===== src/rtl/cache_sdpb_alu54.sv =====
// Simple dual-port RAM (16 x 16-bit write side, 8 x 32-bit read side) with an optional
// output register, alongside an independent registered 21-bit adder with a cascade output.
module cache_sdpb_alu54 #(
  parameter int READ_MODE = 0
) (
  input  logic        clk,
  input  logic        reset_n,
  input  logic        cea,
  input  logic [3:0]  ada,
  input  logic [15:0] din,
  input  logic        ceb,
  input  logic        resetb,
  input  logic        oce,
  input  logic [2:0]  adb,
  output logic [31:0] dout,
  input  logic [20:0] a,
  input  logic [20:0] b,
  input  logic        ce,
  input  logic        reset,
  output logic [21:0] sum,
  output logic [54:0] caso
);

  logic [15:0] mem_q [16];
  logic [31:0] rd_q, rd_d;
  logic [21:0] sum_q, sum_d;

  // Cells are never reset; contents are undefined until written.
  always_ff @(posedge clk) begin
    if (cea) mem_q[ada] <= din;
  end

  // Nonblocking memory update makes a same-edge read return the old contents.
  always_comb begin
    rd_d = rd_q;
    if (resetb)   rd_d = '0;
    else if (ceb) rd_d = {mem_q[{adb, 1'b1}], mem_q[{adb, 1'b0}]};
  end

  always_ff @(posedge clk or negedge reset_n) begin
    if (!reset_n) rd_q <= '0;
    else          rd_q <= rd_d;
  end

  generate
    if (READ_MODE == 1) begin : gen_pipelined
      logic [31:0] out_q, out_d;

      always_comb begin
        out_d = out_q;
        if (resetb)   out_d = '0;
        else if (oce) out_d = rd_q;
      end

      always_ff @(posedge clk or negedge reset_n) begin
        if (!reset_n) out_q <= '0;
        else          out_q <= out_d;
      end

      assign dout = out_q;
    end else begin : gen_bypass
      logic oce_unused;
      assign oce_unused = oce;
      assign dout       = rd_q;
    end
  endgenerate

  // Operands widened by one bit so the carry lands in sum[21].
  always_comb begin
    sum_d = sum_q;
    if (reset)   sum_d = '0;
    else if (ce) sum_d = {1'b0, a} + {1'b0, b};
  end

  always_ff @(posedge clk or negedge reset_n) begin
    if (!reset_n) sum_q <= '0;
    else          sum_q <= sum_d;
  end

  assign sum  = sum_q;
  assign caso = {33'd0, sum_q};

endmodule


===== config.mk =====
export PLATFORM = sky130hd
export DESIGN_NAME = cache_sdpb_alu54
export DESIGN_NICKNAME = d
export VERILOG_FILES = /design/src/rtl/cache_sdpb_alu54.sv
export SDC_FILE = /design/constraint.sdc
export NUM_CORES = 1
export LEC_CHECK = 0
export BUFFER_PORTS_ARGS = -buffer_cell sky130_fd_sc_hd__clkbuf_2
export CORE_MARGIN = 1
export CORE_UTILIZATION = 25
export CTS_CLUSTER_DIAMETER = 80
export DETAILED_ROUTE_END_ITERATION = 10
export PLACE_DENSITY = 0.37
export SLEW_MARGIN = 30
export SYNTH_ARGS = -nofsm -noshare
export SYNTH_HDL_FRONTEND = slang
export SYNTH_SLANG_ARGS = --single-unit
export TNS_END_PERCENT = 5

===== constraint.sdc =====
create_clock -name clk -period 2.4 [get_ports clk]
set_input_delay 0.12 -clock clk [delete_from_list [all_inputs] [get_ports clk]]
set_output_delay 0.12 -clock clk [all_outputs]
set_load 0.1 [all_outputs]

==> After elaboration in Yosys (flattened, before gate mapping) <==
Memory sizes are Yosys's and may differ from the RTL's.
Cells that the tools add are included.
{ "totals": {"in_bits": 73, "latchBits": 0, "register_bits": 54, "romBits": 0, "memories": 1, "ram_bits": 256, "elab_cells": 12} }
{ "memory_table": {"columns": ["name", "depth", "word_bits", "read_ports", "rd_ports_with_merged_regs", "write_ports", "line_no", "source"], "rows": [
  ["mem_q", 16, 16, 2, 0, 1, "24", "logic [15:0] mem_q [16];"]
]} }
{ "classes": {"bitwise_logic": 0, "addsub": 1, "mul": 0, "reduce_logical": 2, "eq_ne": 0, "shift": 0, "n_mux": 6, "order_cmp": 0, "div": 0} }
{ "op_table": {"columns": ["op", "count"], "rows": [
  ["2-to-1 mux 32 bit", 2],
  ["2-to-1 mux 22 bit", 2],
  ["adder 21 x 21 -> 22 bit", 1],
  ["nonzero test 2 bit", 2],
  ["2-to-1 mux 1 bit", 2]
]} }

==> Logic depth before layout (Yosys ltp) <==
{ "depth": {"ltp_word": 3, "mapped_depth": 10, "mapped_depth_nobuf": 10} }

==> Least setup slack after synthesis <==
No wires, ideal clock.
{ "synth_path": {"path_type": "input to register", "from": "input ada[2]", "to": "memory mem_q[0][0] (enable)", "setup_time_ns": 0.409, "n_path_buf": 0, "arrival_ns": 1.766, "cell_stages": 2, "t_required_ns": 1.991, "path_slack_ns": 0.225, "path_cell_list": "or3b_2 > nor3_1"} }
{ "synth_lines": {"columns": ["item", "line_no", "source"], "rows": [
  ["start: declaration", "9", "input logic [3:0] ada,"],
  ["end: declaration", "24", null]
]} }
No word-level cell before the write port.

==> Final worst setup path <==
{ "layout_path": {"from": "input b[0]", "to": "register sum_q[18], in the netlist sum[18]"} }
{ "layout_via": {"elab_chain_cells": 3} }
{ "layout_lines": {"columns": ["item", "line_no", "source"], "rows": [
  ["start: declaration", "17", "input logic [20:0] b,"],
  ["adder 21 x 21 -> 22 bit", "72", "else if (ce) sum_d = {1'b0, a} + {1'b0, b};"],
  ["2-to-1 mux 22 bit", "72", null],
  ["2-to-1 mux 22 bit", "71", "if (reset) sum_d = '0;"],
  ["end signal: assignment", "77", "else sum_q <= sum_d;"],
  ["end: declaration", "26", "logic [21:0] sum_q, sum_d;"]
]} }
No other way between the ends. The select of a mux whose other input is x is not followed.
A chain may end at the register's enable or synchronous reset.

==> impl_results.rst <==
.. list-table::
   :header-rows: 1

   * - Metric
     - Value
   * - Run status
     - completed
   * - Post-detailed-route wirelength per cell
     - 20.4 um
   * - Async S/R FF share, synth
     - 17.4%
   * - Met1 usage
     - 17.0%
   * - Area share of the largest cell type after synthesis
     - 58.3%
   * - Max stage delay on crit path
     - 520 ps
   * - Sequential fraction of the synthesis area
     - 68.5%
   * - Start point of the critical path
     - b[0]
   * - DRC
     - 0
   * - Leakage power of the design
     - 5.94 nW
   * - Origin of the worst min-delay path
     - din[9]
   * - Classification of the worst setup path
     - in2reg
   * - Worst reg2reg path depth
     - 3
   * - Met3 Use GR
     - 2.28%
   * - Chip width
     - 232 um
   * - Busiest grt layer
     - met2
   * - Clock edge transition at the registers on the reported setup and hold paths
     - 60 ps
   * - Leading post-synthesis cells by instance count
     - edfxtp_1, nor2_1, mux4_2, buf_4, dfrtp_1
   * - Routability Congestion
     - 0.724
   * - Final worst setup slack
     - 157 ps
   * - Flops & latches, synth
     - 310
   * - Post-synth top area cell
     - edfxtp_1
   * - Gate count after technology mapping
     - 773
   * - Slew margin rel.
     - 40.1%
   * - Maximum number of pins on one net before global-route repair
     - 48
   * - Cell row count
     - 83
   * - CTS root buf
     - clkbuf_16
   * - Count of endpoints failing hold in the final timing report
     - 0
   * - Number of fill cells
     - 5137
   * - Source-to-sink clock delay at the later pin of the worst-skew pair
     - 560 ps
   * - Netlist area before placement
     - 13200 um2
   * - DR pass1 iterations
     - 4
   * - Worst hold margin
     - 19.0 ps
   * - TritonCTS clock tree
     - done
   * - Number of max-capacitance violations reported
     - 0
   * - Combined flip-flop and latch cell area
     - 9040 um2
   * - Depth of the CTS H-tree
     - 2
   * - Fmax
     - 446 MHz
   * - Worst Path Required
     - 2830 ps
   * - Crit end category
     - register
   * - Arrival time of data at the critical path endpoint
     - 2680 ps
   * - Clock buffer depth
     - 3
   * - Via count of the first global-routing pass
     - 7576
   * - Final period utilization
     - 93.5%
   * - Capture endpoint of the worst hold path
     - mem_q[5][9]$_DFFE_PP_
   * - Critical path fanouts, max
     - 3
   * - VDD IR-drop max
     - 0.000491 V
   * - Post-synth EDFFs
     - 256
   * - Area of the die
     - 53700 um2
   * - Placement-stage worst setup slack
     - 36.3 ps
   * - Origin of the critical flop-to-flop path
     - mem_q[15][12]$_DFFE_PP_
   * - Global-route wire length before repair
     - 50.3 mm
   * - Drt total wl
     - 33.8 mm
   * - Number of DRC markers in iteration 0
     - 462
   * - Number of antenna violations at the first check in global routing
     - 0
   * - Worst reg-to-reg setup slack
     - 900 ps
   * - Warning count from the yosys run
     - 0
   * - Initial standard-cell utilization of the core
     - 25.5%
   * - Share of final-layout standard cells stronger than drive strength 1
     - 34.3%
   * - Global-route usage over all layers
     - 12.8%
   * - TritonCTS Buffers
     - 38
   * - Placeable core area
     - 51700 um2
   * - Critical-path top delay cell
     - dlygate4sd3_1
   * - Number of cells on the worst hold path
     - 1
   * - Final setup fails
     - 0
   * - Setup Fix Bufs, Post-CTS
     - 0
   * - Avg Synthesized Cell Area
     - 17.1 um2
   * - Met2 usage
     - 21.0%
   * - Congestion Overflow GR
     - 0
   * - Utilization after layout
     - 30.9%
   * - Sort of element at the start of the critical path
     - input port
   * - Total power after layout
     - 13.8 mW
   * - Cell types occupying the most area after synthesis
     - edfxtp_1, mux4_2, dfrtp_1
   * - Final critical delay including setup and external delays
     - 2240 ps
   * - Area after detailed placement
     - 14700 um2
   * - Number of vias after detailed routing
     - 7224
   * - Type of the worst min-delay path
     - in2reg
   * - Capture point of the worst reg-to-reg path
     - dout[28]$_DFFE_PN0P_
   * - I/O pin count
     - 182
   * - Height of the die
     - 232 um
   * - Max-slew violation total from the final report
     - 0
   * - Count of input and output buffers
     - 147
   * - Antenna viol nets, final
     - 0
   * - Non-filler instance count after layout
     - 1654
   * - Synth Flop Type
     - edfxtp_1
   * - Worst-Margin Slew
     - 898 ps
   * - Total inserted antenna cells
     - 0
   * - Sum of negative setup slack
     - 0 ps
   * - Design area
     - 16000 um2
   * - Multi-input logic area
     - 3740 um2
   * - Syn-to-layout area delta
     - 21.3%
   * - Cell breakdown of the critical path
     - dlygate4sd3_1 -> clkbuf_2 -> ha_1 -> inv_1 -> fa_1 -> nor2b_2 -> o2111ai_1 -> a21oi_2 -> nor3b_2 -> o31a_1 -> and4b_1 -> a211o_1
   * - Dpl cells
     - 1579
   * - Worst-case clock skew
     - 11.9 ps
   * - Sink count of the clock tree
     - 310
   * - Dpl hpwl
     - 21.8 mm
   * - Detailed-route vias per instance
     - 4.37
   * - Cell Pwr Density
     - 861 nW/um2
   * - Most frequent cell after synthesis
     - edfxtp_1
   * - RSZ-0062 raised after global routing
     - false
   * - Number of nets in the layout
     - 1039
   * - Number of different library cells in the post-synthesis netlist
     - 57
==> cells in the final DEF (no fill, tap or decap), types with 6 or more instances in the layout <==
| cell type | netlist | layout |
|---|---|---|
| conb_1 | 1 | 33 |
| edfxtp_1 | 256 | 256 |
| nand3_1 | 7 | 7 |
| clkbuf_2 | 0 | 144 |
| nor2_1 | 66 | 53 |
| buf_4 | 55 | 38 |
| ha_1 | 21 | 21 |
| a21oi_1 | 16 | 15 |
| clkbuf_1 | 24 | 12 |
| mux2i_1 | 41 | 41 |
| nor2_2 | 0 | 13 |
| mux4_2 | 64 | 64 |
| dfrtp_1 | 54 | 54 |
| xnor2_1 | 7 | 7 |
| a211oi_1 | 35 | 35 |
| a21o_1 | 8 | 8 |
| nand3b_1 | 6 | 6 |
| clkbuf_16 | 0 | 38 |
| nand2_1 | 18 | 18 |
==> kinds of logic after synthesis <==
family | count (synthesis) | synth area share [%]
other | 1 | 0.0284
buffers and inverters | 99 | 4.46
DFF | 310 | 68.5
xor gates and xnor gates | 9 | 0.598
AOI/OAI and AO/OA | 96 | 5.33
adders and majority gates | 22 | 2.14
and+or+nand+nor | 131 | 4.86
muxes | 105 | 14.0
==> flip-flops by register name, summed over array words and instances (netlist names) <==
name	count
mem_q	256
dout	32
sum	22
==> where the power goes <==
| part | internal (mW) | switching [mW] |
|---|---|---|
| Combinational | 0.479 | 1.70 |
| Sequential | 6.00 | 0.0785 |
| Clock | 3.20 | 2.32 |
| Total | 9.68 | 4.10 |
==> cell type report <==
| class | instances | share of cell area, % |
|---|---|---|
| clock buffers | 54 | 6.57 |
| clock inverters | 16 | 0.970 |
| inverters | 5 | 0.117 |
| multi-input cells | 396 | 23.4 |
| flip-flops and latches | 310 | 56.5 |
| well taps | 680 | 5.32 |
| repair buffers | 193 | 7.16 |
==> worst max-delay path by stage <==
stage	end	cells after the start
finish	sum[18]$_DFFE_PN0P_	12
global route	sum[18]$_DFFE_PN0P_	12
CTS	sum[14]$_DFFE_PN0P_	12
detailed placement	sum[14]$_DFFE_PN0P_	11
global placement	sum[18]$_DFFE_PN0P_	11
floorplan	mem_q[0][0]$_DFFE_PP_	2
==> layer usage <==
metal | share of wire [%] | wire [um]
met1 | 45 | 15200
met2 | 48 | 16300
met3 | 4.9 | 1660
met4 | 1.9 | 655
met5 | 0 | 0
==> worst max-delay path: cells and delay by family <==
kind / cells / cell delay [ps]
buffers and inverters: 3 / 670
adder cells (fa/ha/maj): 2 / 550
AND/OR/NAND/NOR: 3 / 440
AO/OA/AOI/OAI: 4 / 870
==> what timing repair did <==
item / CTS / global route
hold buffers: 5 / 0
endpoints found under the hold margin: 49 / 0
resized for setup: 0 / 2
setup endpoints to repair: 0 / 4
Note: power is estimated with default switching activity, not from simulation.
